--- config.mk ---
export PLATFORM = sky130hd
export DESIGN_NAME = reverb_tap_accumulator_flat
export DESIGN_NICKNAME = d
export VERILOG_FILES = /design/src/rtl/reverb_tap_accumulator_if.sv /design/src/rtl/reverb_tap_accumulator.sv /design/src/flat_wrapper.sv
export SDC_FILE = /design/constraint.sdc
export NUM_CORES = 1
export LEC_CHECK = 0
export ABC_AREA = 1
export CORE_MARGIN = 2
export CORE_UTILIZATION = 65
export CTS_BUF_LIST = sky130_fd_sc_hd__clkbuf_2 sky130_fd_sc_hd__clkbuf_4 sky130_fd_sc_hd__clkbuf_8
export DETAILED_ROUTE_END_ITERATION = 10
export HOLD_SLACK_MARGIN = 0.12
export PLACE_DENSITY = 0.84
export SYNTH_ARGS = -nofsm -noshare
export SYNTH_HDL_FRONTEND = slang
export SYNTH_SLANG_ARGS = --single-unit
--- constraint.sdc ---
create_clock -name clk -period 10.3 [get_ports clk]
set_input_delay 2.06 -clock clk [delete_from_list [all_inputs] [get_ports clk]]
set_output_delay 2.06 -clock clk [all_outputs]
set_load 0.005 [all_outputs]
--- src/rtl/reverb_tap_accumulator_if.sv ---
// reverb_tap_accumulator_if: bundles the sample-period control, memory word stream and mixed-output signals.
// Ports (all signals, no interface ports):
//   sample_start, dry_in, impulses, gain  - per-period control, driven by master
//   mem_data, mem_valid, mem_is_impulse   - memory word stream, driven by master
//   wet_out, out_valid, busy, seq_err, overrun - results, driven by slave
interface reverb_tap_accumulator_if;
    logic        sample_start;
    logic [15:0] dry_in;
    logic [15:0] impulses;
    logic [15:0] gain;
    logic [15:0] mem_data;
    logic        mem_valid;
    logic        mem_is_impulse;
    logic [15:0] wet_out;
    logic        out_valid;
    logic        busy;
    logic        seq_err;
    logic        overrun;
    modport master (
        output sample_start, dry_in, impulses, gain, mem_data, mem_valid, mem_is_impulse,
        input  wet_out, out_valid, busy, seq_err, overrun
    );
    modport slave (
        input  sample_start, dry_in, impulses, gain, mem_data, mem_valid, mem_is_impulse,
        output wet_out, out_valid, busy, seq_err, overrun
    );
endinterface

--- src/rtl/reverb_tap_accumulator.sv ---
// reverb_tap_accumulator: multiplies delayed samples by impulse coefficients, accumulates, then mixes wet with dry into a saturated 16-bit output.
// Ports:
//   clk   - system clock, rising edge
//   rst_n - asynchronous active-low reset
//   bus   - slave side of reverb_tap_accumulator_if (control in, memory words in, mixed sample/status out)
module reverb_tap_accumulator #(
    parameter int ACC_W    = 32,
    parameter int MAX_TAPS = 511
) (
    input logic clk,
    input logic rst_n,
    reverb_tap_accumulator_if.slave bus
);
    typedef enum logic [2:0] {IDLE, WAIT_IMP, WAIT_SMP, MIX, OUT} state_t;
    state_t state_q, state_d;
    logic signed [ACC_W-1:0] acc_q, acc_d, acc_sh, acc_sat;
    logic [15:0] cnt_q, cnt_d, taps_q, taps_d, taps_in, dry_q, dry_d, gain_q, gain_d;
    logic [15:0] y_q, y_d, wet_q, wet_d, y;
    logic [7:0]  mult_q, mult_d;
    logic        neg_q, neg_d, out_valid_q, out_valid_d, busy_q, busy_d;
    logic        seq_err_q, seq_err_d, overrun_q, overrun_d;
    logic signed [24:0] prod, tap;
    logic signed [ACC_W:0] sum;
    logic signed [15:0] s;
    logic signed [32:0] mp;
    logic signed [17:0] w, mix;
    assign bus.wet_out   = wet_q;
    assign bus.out_valid = out_valid_q;
    assign bus.busy      = busy_q;
    assign bus.seq_err   = seq_err_q;
    assign bus.overrun   = overrun_q;
    always_comb begin
        taps_in = (bus.impulses > 16'(MAX_TAPS)) ? 16'(MAX_TAPS) : bus.impulses;
        prod    = $signed({{9{bus.mem_data[15]}}, bus.mem_data}) * $signed({17'd0, mult_q});
        tap     = neg_q ? -prod : prod;
        // One extra bit catches overflow so the accumulator clamps instead of wrapping
        sum     = {acc_q[ACC_W-1], acc_q} + {{(ACC_W-24){tap[24]}}, tap};
        acc_sat = (sum[ACC_W] == sum[ACC_W-1]) ? sum[ACC_W-1:0] :
                  (sum[ACC_W] ? {1'b1, {(ACC_W-1){1'b0}}} : {1'b0, {(ACC_W-1){1'b1}}});
        acc_sh  = acc_q >>> 8;
        s       = (&acc_sh[ACC_W-1:15] | ~|acc_sh[ACC_W-1:15]) ? acc_sh[15:0] :
                  (acc_sh[ACC_W-1] ? 16'h8000 : 16'h7FFF);
        mp      = $signed({{17{s[15]}}, s}) * $signed({17'd0, gain_q});
        w       = 18'(mp >>> 15);
        mix     = $signed({{2{dry_q[15]}}, dry_q}) + w;
        y       = (&mix[17:15] | ~|mix[17:15]) ? mix[15:0] : (mix[17] ? 16'h8000 : 16'h7FFF);
    end
    always_comb begin
        state_d     = state_q;
        acc_d       = acc_q;
        cnt_d       = cnt_q;
        taps_d      = taps_q;
        dry_d       = dry_q;
        gain_d      = gain_q;
        neg_d       = neg_q;
        mult_d      = mult_q;
        y_d         = y_q;
        wet_d       = wet_q;
        out_valid_d = 1'b0;
        busy_d      = busy_q & ~out_valid_q;
        seq_err_d   = seq_err_q;
        overrun_d   = overrun_q;
        if (bus.sample_start) begin
            // A start while busy abandons the current period and restarts cleanly
            overrun_d = overrun_q | (state_q != IDLE);
            seq_err_d = 1'b0;
            dry_d     = bus.dry_in;
            taps_d    = taps_in;
            gain_d    = bus.gain;
            acc_d     = '0;
            cnt_d     = '0;
            busy_d    = 1'b1;
            state_d   = (taps_in == 16'd0) ? MIX : WAIT_IMP;
        end else begin
            case (state_q)
                WAIT_IMP: if (bus.mem_valid) begin
                    if (bus.mem_is_impulse) begin
                        neg_d   = bus.mem_data[8];
                        mult_d  = bus.mem_data[7:0];
                        state_d = WAIT_SMP;
                    end else begin
                        seq_err_d = 1'b1;
                    end
                end
                WAIT_SMP: if (bus.mem_valid) begin
                    if (bus.mem_is_impulse) begin
                        neg_d     = bus.mem_data[8];
                        mult_d    = bus.mem_data[7:0];
                        seq_err_d = 1'b1;
                    end else begin
                        acc_d   = acc_sat;
                        cnt_d   = cnt_q + 16'd1;
                        state_d = (cnt_q + 16'd1 == taps_q) ? MIX : WAIT_IMP;
                    end
                end
                MIX: begin
                    y_d     = y;
                    state_d = OUT;
                end
                OUT: begin
                    wet_d       = y_q;
                    out_valid_d = 1'b1;
                    state_d     = IDLE;
                end
                default: state_d = IDLE;
            endcase
        end
    end
    always_ff @(posedge clk or negedge rst_n) begin
        if (!rst_n) begin
            state_q     <= IDLE;
            acc_q       <= '0;
            cnt_q       <= '0;
            taps_q      <= '0;
            dry_q       <= '0;
            gain_q      <= '0;
            neg_q       <= 1'b0;
            mult_q      <= '0;
            y_q         <= '0;
            wet_q       <= '0;
            out_valid_q <= 1'b0;
            busy_q      <= 1'b0;
            seq_err_q   <= 1'b0;
            overrun_q   <= 1'b0;
        end else begin
            state_q     <= state_d;
            acc_q       <= acc_d;
            cnt_q       <= cnt_d;
            taps_q      <= taps_d;
            dry_q       <= dry_d;
            gain_q      <= gain_d;
            neg_q       <= neg_d;
            mult_q      <= mult_d;
            y_q         <= y_d;
            wet_q       <= wet_d;
            out_valid_q <= out_valid_d;
            busy_q      <= busy_d;
            seq_err_q   <= seq_err_d;
            overrun_q   <= overrun_d;
        end
    end
endmodule

--- src/flat_wrapper.sv ---
// flat-port wrapper written by rule: the top's interface ports become plain ports
module reverb_tap_accumulator_flat 
#(
    parameter int ACC_W    = 32,
    parameter int MAX_TAPS = 511
)
  (clk, rst_n, bus_sample_start, bus_dry_in, bus_impulses, bus_gain, bus_mem_data, bus_mem_valid, bus_mem_is_impulse, bus_wet_out, bus_out_valid, bus_busy, bus_seq_err, bus_overrun);
  reverb_tap_accumulator_if bus_i ();
  input logic clk;
  input logic rst_n;
  input wire logic [$bits(bus_i.sample_start)-1:0] bus_sample_start;
  input wire logic [$bits(bus_i.dry_in)-1:0] bus_dry_in;
  input wire logic [$bits(bus_i.impulses)-1:0] bus_impulses;
  input wire logic [$bits(bus_i.gain)-1:0] bus_gain;
  input wire logic [$bits(bus_i.mem_data)-1:0] bus_mem_data;
  input wire logic [$bits(bus_i.mem_valid)-1:0] bus_mem_valid;
  input wire logic [$bits(bus_i.mem_is_impulse)-1:0] bus_mem_is_impulse;
  output wire logic [$bits(bus_i.wet_out)-1:0] bus_wet_out;
  output wire logic [$bits(bus_i.out_valid)-1:0] bus_out_valid;
  output wire logic [$bits(bus_i.busy)-1:0] bus_busy;
  output wire logic [$bits(bus_i.seq_err)-1:0] bus_seq_err;
  output wire logic [$bits(bus_i.overrun)-1:0] bus_overrun;
  assign bus_i.sample_start = bus_sample_start;
  assign bus_i.dry_in = bus_dry_in;
  assign bus_i.impulses = bus_impulses;
  assign bus_i.gain = bus_gain;
  assign bus_i.mem_data = bus_mem_data;
  assign bus_i.mem_valid = bus_mem_valid;
  assign bus_i.mem_is_impulse = bus_mem_is_impulse;
  assign bus_wet_out = bus_i.wet_out;
  assign bus_out_valid = bus_i.out_valid;
  assign bus_busy = bus_i.busy;
  assign bus_seq_err = bus_i.seq_err;
  assign bus_overrun = bus_i.overrun;
  reverb_tap_accumulator #(.ACC_W(ACC_W), .MAX_TAPS(MAX_TAPS)) u_core (.clk(clk), .rst_n(rst_n), .bus(bus_i));
endmodule
==> flow_summary_export.csv, run 1 <==
group,metric,value,unit
outcome,status,"completed",
floorplan,dieWidth,190.9,µm
synth,synth.yosys.warnings,0,
timing,report.final.setup_viol,0,
synth,multiplexer_area_fraction_after_synthesis,0.3968,%
synth,ys_seq_area_share,15.87,%
finish,insertedDiodeCount,0,
synth,synthesis.instances,2971,
synth,ys_seq_elements,144,
job,max_cap_violations,0,
clock_tree,numClockSinks,144,
synth,post_synth_edffs,0,
clock_tree,cts-hold-fix-buffers,0,
floorplan,dieArea,36440,µm²
floorplan,core_area,34460,µm²
synth,dominant_combinational_cell_family_by_area_after_synthesis,"adder cells",
finish,final_layout_size_suffix_gt1_share,3.509,%
global_route,grt-ovfl-total,0,
routing,finalWirelength,59.55,mm
worst_setup_path,arrival,9.93,ns
worst_setup_path,crit_path_frequent_cell,"sky130_fd_sc_hd__nand2_1",
placement,post_dp_cell_area,23930,µm²
routing,post_drt_via_cell_ratio,5.623,
global_route,grt_use_total,34.22,%
worst_setup_path,timing.critical_path.slowest_stage_cell,"sky130_fd_sc_hd__clkdlybuf4s50_1",
timing,timing.fmax,0.1050,GHz
worst_setup_path,type_of_origin_of_the_critical_path,"primary input",
finish,design_area,24340,µm²
clock_tree,worst_skew_pair.late_latency,0.51,ns
placement,final_replace_weighted_congestion,0.9771,
synth,post-synth-top-area-cell,"sky130_fd_sc_hd__fa_1",
synth,synth.area.top_cells,"sky130_fd_sc_hd__fa_1, sky130_fd_sc_hd__dfrtp_1, sky130_fd_sc_hd__ha_1",
synth,yosys.area_share.simple,19.57,%
placement,place.port_buffers,88,
synth,yosys.area_share.adder,38.48,%
timing,tightest_slew,0.9285,ns
global_route,antenna_found_initial,0,
synth,synth-compound-area-share,8.141,%
finish,final_core_utilization,70.65,%
clock_tree,clock_buffer_count_from_cts,17,
routing,route.detailed.wl_per_inst,17.13,µm
floorplan,floorplan.rows,68,
clock_tree,clkSlewWorstSetupHoldPaths,0.10,ns
clock_tree,clk_path_buf_depth,2,
routing,drt_iter0_markers,1559,
synth,postSynthNetCount,3560,
timing,final.setup_skew,0.01852,ns
clock_tree,buffer_count_from_post_cts_setup_fixing,0,
worst_setup_path,required,10.70,ns
finish,final_net_count,3597,
global_route,global_route_wire_length_before_repair,98.55,mm
finish,layout-area-overhead-vs-synth,7.242,%
timing,fin_crit,9.527,ns
floorplan,effective_utilization_at_floorplan,65.88,%
worst_setup_path,cp-end-kind,"register",
floorplan,ios,89,
timing,timing.max_slew.rel_slack,38.03,%
clock_tree,htreeDepth,4,
timing,timing_max_transition_violations_final,0,
routing,detailedRoute.firstPassIterationCount,6,
synth,synth_cell_type_count,55,
synth,postSynth.topFlopCell,"sky130_fd_sc_hd__dfrtp_1",
placement,detailedPlacementHpwl,48.04,mm
timing,rsz_0062_raised_after_global_routing,"false",
hold_path,worst_hold_path_type,"reg -> reg",
synth,summed_instance_area_of_the_synthesized_netlist,22700,µm²
routing,detail-route-antenna-nets,0,
timing,final-hold-violation-count,0,
routing,drc,0,
clock_tree,cell_chosen_for_the_clock_root,"sky130_fd_sc_hd__clkbuf_8",
synth,post_synth_xor_area_fraction,4.933,%
global_route,vias_in_the_first_global_route,20530,
synth,yosys_top_cell_area_share,26.19,%
timing,fin_tns_setup,0,ns
worst_setup_path,timing.critical_path.fanout_max,19,
worst_setup_path,crit_type,"in -> reg",
floorplan,die_h,190.9,µm
routing,via_count,19550,
synth,synth.avg_cell_area,7.641,µm²
clock_tree,cts.repair.resized,0,
timing,period_share,92.50,%
worst_setup_path,worst_path_largest_cell_delay,0.65,ns
clock_tree,tritoncts,"yes",
global_route,maximum_number_of_pins_on_one_net_before_global_route_repair,84,
synth,postSynth.asyncResetShare,100.0,%
[worst max-delay path, delay by kind of cell]
kind | cells | cell delay (ns)
compound gates | 7 | 1.68
xor+xnor | 1 | 0.19
fa+ha+maj | 6 | 2.91
buf+inv | 5 | 0.99
simple gates | 14 | 2.08
[logic make-up after synthesis]
kind of cell	after synthesis
adder cells (fa/ha/maj)	520
AND/OR/NAND/NOR	1103
flip-flops	144
multiplexers	8
buffers and inverters	751
XOR/XNOR	127
AO/OA/AOI/OAI	318
[per-stage QoR]
step	instances	worst slack, ns	hold WS (ns)
detailed placement	3444	0.2889	0.4644
floorplan	2971	1.679	0.4483
global placement	3444	0.6252	0.4579
finish	3476	0.7725	0.4663
CTS	3476	0.8394	0.4741
global route	3476	0.2666	0.5092
[sequential cells by signal, indices dropped and copies added (netlist names), 8 cells and up]
name                cells
u_core.dry_q           16
u_core.cnt_q           16
u_core.mult_q           8
u_core.taps_q          16
u_core.acc_q           32
u_core.gain_q          16
u_core.y_q             16
u_core.bus.wet_out     16
[layout make-up]
class	instances	area [µm²]
Multi-Input combinational cell	2076	16240
Fill cell	2724	10110
Sequential cell	144	3603
Inverter	660	2477
Timing Repair Buffer	109	1035
Tap cell	455	569.3
Clock buffer	20	269.0
Clock inverter	12	148.9
[placed cells by master, fill, tap and decap left out, drive strengths merged, types with 30 or more instances in the layout]
master         netlist  layout
a21oi              122     122
clkdlybuf4s50        0      86
dfrtp              144     144
fa                 297     297
ha                 223     223
inv                648     653
nand2              727     727
nand3               74      74
nor2               235     235
nor3                30      30
o21ai              112     112
xnor2               40      40
xor2                87      87
[path summary, 6_finish.rpt]
| kind | slack [ns] | from | to | cells past startpoint |
|---|---|---|---|---|
| worst max register to register | 0.99 | u_core.acc_q[29]$_DFFE_PN0P_ | u_core.y_q[0]$_DFFE_PN0P_ | 39 |
| worst min register to register | 0.47 | u_core.bus.out_valid$_DFF_PN0_ | u_core.bus.busy$_DFF_PN0_ | 1 |
| min in group asynchronous | 1.63 | rst_n | u_core.acc_q[29]$_DFFE_PN0P_ | 1 |
| max in group asynchronous | 7.31 | rst_n | u_core.state_q[1]$_DFFE_PN0P_ | 2 |
| worst max-delay path | 0.77 | bus_mem_data[10] | u_core.acc_q[3]$_DFFE_PN0P_ | 33 |
| worst min-delay path | 0.47 | u_core.bus.out_valid$_DFF_PN0_ | u_core.bus.busy$_DFF_PN0_ | 1 |
[Yosys cell counts, drive strengths merged (3+ instances only)]
cell type,count
o221ai,3
xor2,87
o22ai,11
nor4,7
o21bai,9
nand3b,4
buf,13
fa,297
clkbuf,78
a21oi,122
xnor2,40
dfrtp,144
o211ai,3
a31oi,19
clkinv,12
ha,223
or2,3
o21a,3
a22oi,3
o221a,3
nand2,727
inv,648
o21ai,112
a21boi,9
nor3,30
nand3,74
nand4,18
nor2,235
a21o,14
mux2,8
[metal layers]
metal  share of wire [%]  global-route usage, %  up-vias  routed length [µm]
li1                    -                      -     9077                   -
met1                  41                  44.47     9379               24250
met2                  46                  56.06      904               27460
met3                 9.4                  7.840      186                5604
met4                 3.7                  12.64        0                2223
met5                   0                      0        -                   0
Power of run 1 is not shown: default switching activity piles up to over one toggle a cycle in this logic, so the estimate is an artifact.
==> inputs of run 2 (changes only) <==
CORE_UTILIZATION = 50   (was 65)
PLACE_DENSITY = 0.68   (was 0.84)
REMOVE_ABC_BUFFERS = 1   (was unset)
==> flow_summary_export.csv, run 2 (synthesis results as in run 1) <==
group,metric,value,unit
outcome,status,"completed",
timing,tightest_slew,0.9203,ns
worst_setup_path,crit_path_frequent_cell,"sky130_fd_sc_hd__nand2_1",
clock_tree,cts-hold-fix-buffers,0,
routing,drt_iter0_markers,1443,
timing,final-hold-violation-count,0,
worst_setup_path,arrival,10.07,ns
finish,final_layout_size_suffix_gt1_share,3.604,%
timing,rsz_0062_raised_after_global_routing,"false",
worst_setup_path,worst-path-buf-inv,5,
hold_path,worst_hold_path_type,"reg -> reg",
timing,report.final.setup_viol,0,
global_route,grt-ovfl-total,0,
global_route,maximum_number_of_pins_on_one_net_before_global_route_repair,85,
floorplan,core_area,45090,µm²
routing,finalWirelength,59.41,mm
clock_tree,clkSlewWorstSetupHoldPaths,0.09,ns
finish,largest_register,"u_core.acc_q",
global_route,grt_use_total,26.61,%
global_route,antenna_found_initial,0,
worst_setup_path,worst_path_largest_cell_delay,0.66,ns
floorplan,effective_utilization_at_floorplan,50.35,%
routing,via_count,19050,
clock_tree,cts.repair.resized,0,
clock_tree,cell_chosen_for_the_clock_root,"sky130_fd_sc_hd__clkbuf_8",
timing,fin_crit,9.629,ns
floorplan,dieWidth,217.1,µm
finish,flip_flop_count_of_the_largest_register_all_copies_and_words_added,32,
finish,most_frequent_cells_in_the_layout,"sky130_fd_sc_hd__nand2_1, sky130_fd_sc_hd__inv_1, sky130_fd_sc_hd__fa_1, sky130_fd_sc_hd__nor2_1, sky130_fd_sc_hd__ha_1",
finish,final_common_cell,"sky130_fd_sc_hd__nand2_1",
routing,detail-route-antenna-nets,0,
clock_tree,numClockSinks,144,
clock_tree,htreeDepth,4,
floorplan,die_h,217.1,µm
placement,final_replace_weighted_congestion,0.9584,
job,max_cap_violations,0,
routing,route.detailed.wl_per_inst,16.39,µm
worst_setup_path,type_of_origin_of_the_critical_path,"primary input",
global_route,global_route_wire_length_before_repair,99.63,mm
worst_setup_path,timing.critical_path.slowest_stage_cell,"sky130_fd_sc_hd__clkdlybuf4s50_1",
timing,final.setup_skew,0.02644,ns
timing,fin_tns_setup,0,ns
clock_tree,tritoncts,"yes",
placement,detailedPlacementHpwl,48.20,mm
clock_tree,buffer_count_from_post_cts_setup_fixing,0,
routing,drc,0,
timing,period_share,93.48,%
placement,place.port_buffers,88,
finish,insertedDiodeCount,0,
clock_tree,clk_path_buf_depth,2,
worst_setup_path,timing.critical_path.fanout_max,19,
floorplan,floorplan.rows,78,
timing,timing.fmax,0.1039,GHz
global_route,vias_in_the_first_global_route,19940,
floorplan,dieArea,47120,µm²
timing,timing_max_transition_violations_final,0,
worst_setup_path,crit_type,"in -> reg",
routing,post_drt_via_cell_ratio,5.256,
clock_tree,clock_buffer_count_from_cts,17,
timing,timing.max_slew.rel_slack,38.58,%
finish,layout-area-overhead-vs-synth,8.009,%
clock_tree,worst_skew_pair.late_latency,0.56,ns
worst_setup_path,required,10.74,ns
worst_setup_path,crit_family,"adder cells",
finish,final_net_count,3600,
routing,detailedRoute.firstPassIterationCount,6,
worst_setup_path,cp-end-kind,"register",
floorplan,ios,89,
run 2: cell types whose count changed in the layout (fill, tap and decap cells not counted), sizes merged:
cell      delta
clkinv       +4
buf          +3
inv          -3
clkbuf       +2
clkinvlp     -2
bufinv       -1
run 2: path summary, 6_finish.rpt:
| check | startpoint | end | slack (ns) | cells past startpoint |
|---|---|---|---|---|
| min in group asynchronous | rst_n | u_core.taps_q[11]$_DFFE_PN0P_ | 1.61 | 1 |
| min reg2reg | u_core.bus.wet_out[8]$_DFFE_PN0P_ | u_core.bus.wet_out[8]$_DFFE_PN0P_ | 0.48 | 2 |
| max reg2reg | u_core.acc_q[26]$_DFFE_PN0P_ | u_core.y_q[14]$_DFFE_PN0P_ | 0.85 | 37 |
| max | bus_mem_data[5] | u_core.acc_q[21]$_DFFE_PN0P_ | 0.67 | 35 |
| max in group asynchronous | rst_n | u_core.acc_q[16]$_DFFE_PN0P_ | 7.32 | 2 |
| min | u_core.bus.wet_out[8]$_DFFE_PN0P_ | u_core.bus.wet_out[8]$_DFFE_PN0P_ | 0.48 | 2 |
run 2: through the flow:
stage | instance area [µm²] | instances | hold WS [ns] | util [%] | setup WS (ns)
3_3_place_gp | 24130 | 3592 | 0.4595 | 53.52 | 0.4772
2_1_floorplan | 22320 | 2880 | 0.4483 | - | 1.575
5_1_grt | 24520 | 3624 | 0.5152 | 54.38 | 0.1351
6_report | 24520 | 3624 | 0.4843 | 54.38 | 0.6711
4_1_cts | 24520 | 3624 | 0.4900 | 54.38 | 0.8087
3_5_place_dp | 24130 | 3592 | 0.4664 | 53.52 | 0.1988
run 2: metal layers:
layer | track usage [%] | wire length, µm
met5 | 0 | 0
met4 | 8.950 | 1594
met3 | 4.347 | 4053
met2 | 43.26 | 27340
met1 | 36.24 | 26430
run 2: area by class of cell:
class | instances | area [µm²]
fill | 4344 | 20570
clock buffer | 22 | 284.0
clock inverter | 10 | 103.9
timing repair buffer | 112 | 1057
multi-input combinational | 2076 | 16240
sequential | 144 | 3603
inverter | 660 | 2477
tap | 600 | 750.7
run 2: worst register-to-register path, delay by kind of cell (launching register included):
kind | cells | cell delay, ns
AO/OA/AOI/OAI | 4 | 0.85
XOR/XNOR | 2 | 0.43
adder cells (fa/ha/maj) | 9 | 4.06
buffers and inverters | 7 | 0.87
flip-flops | 1 | 0.46
AND/OR/NAND/NOR | 15 | 2.65
Power of run 2 is left out for the same reason.
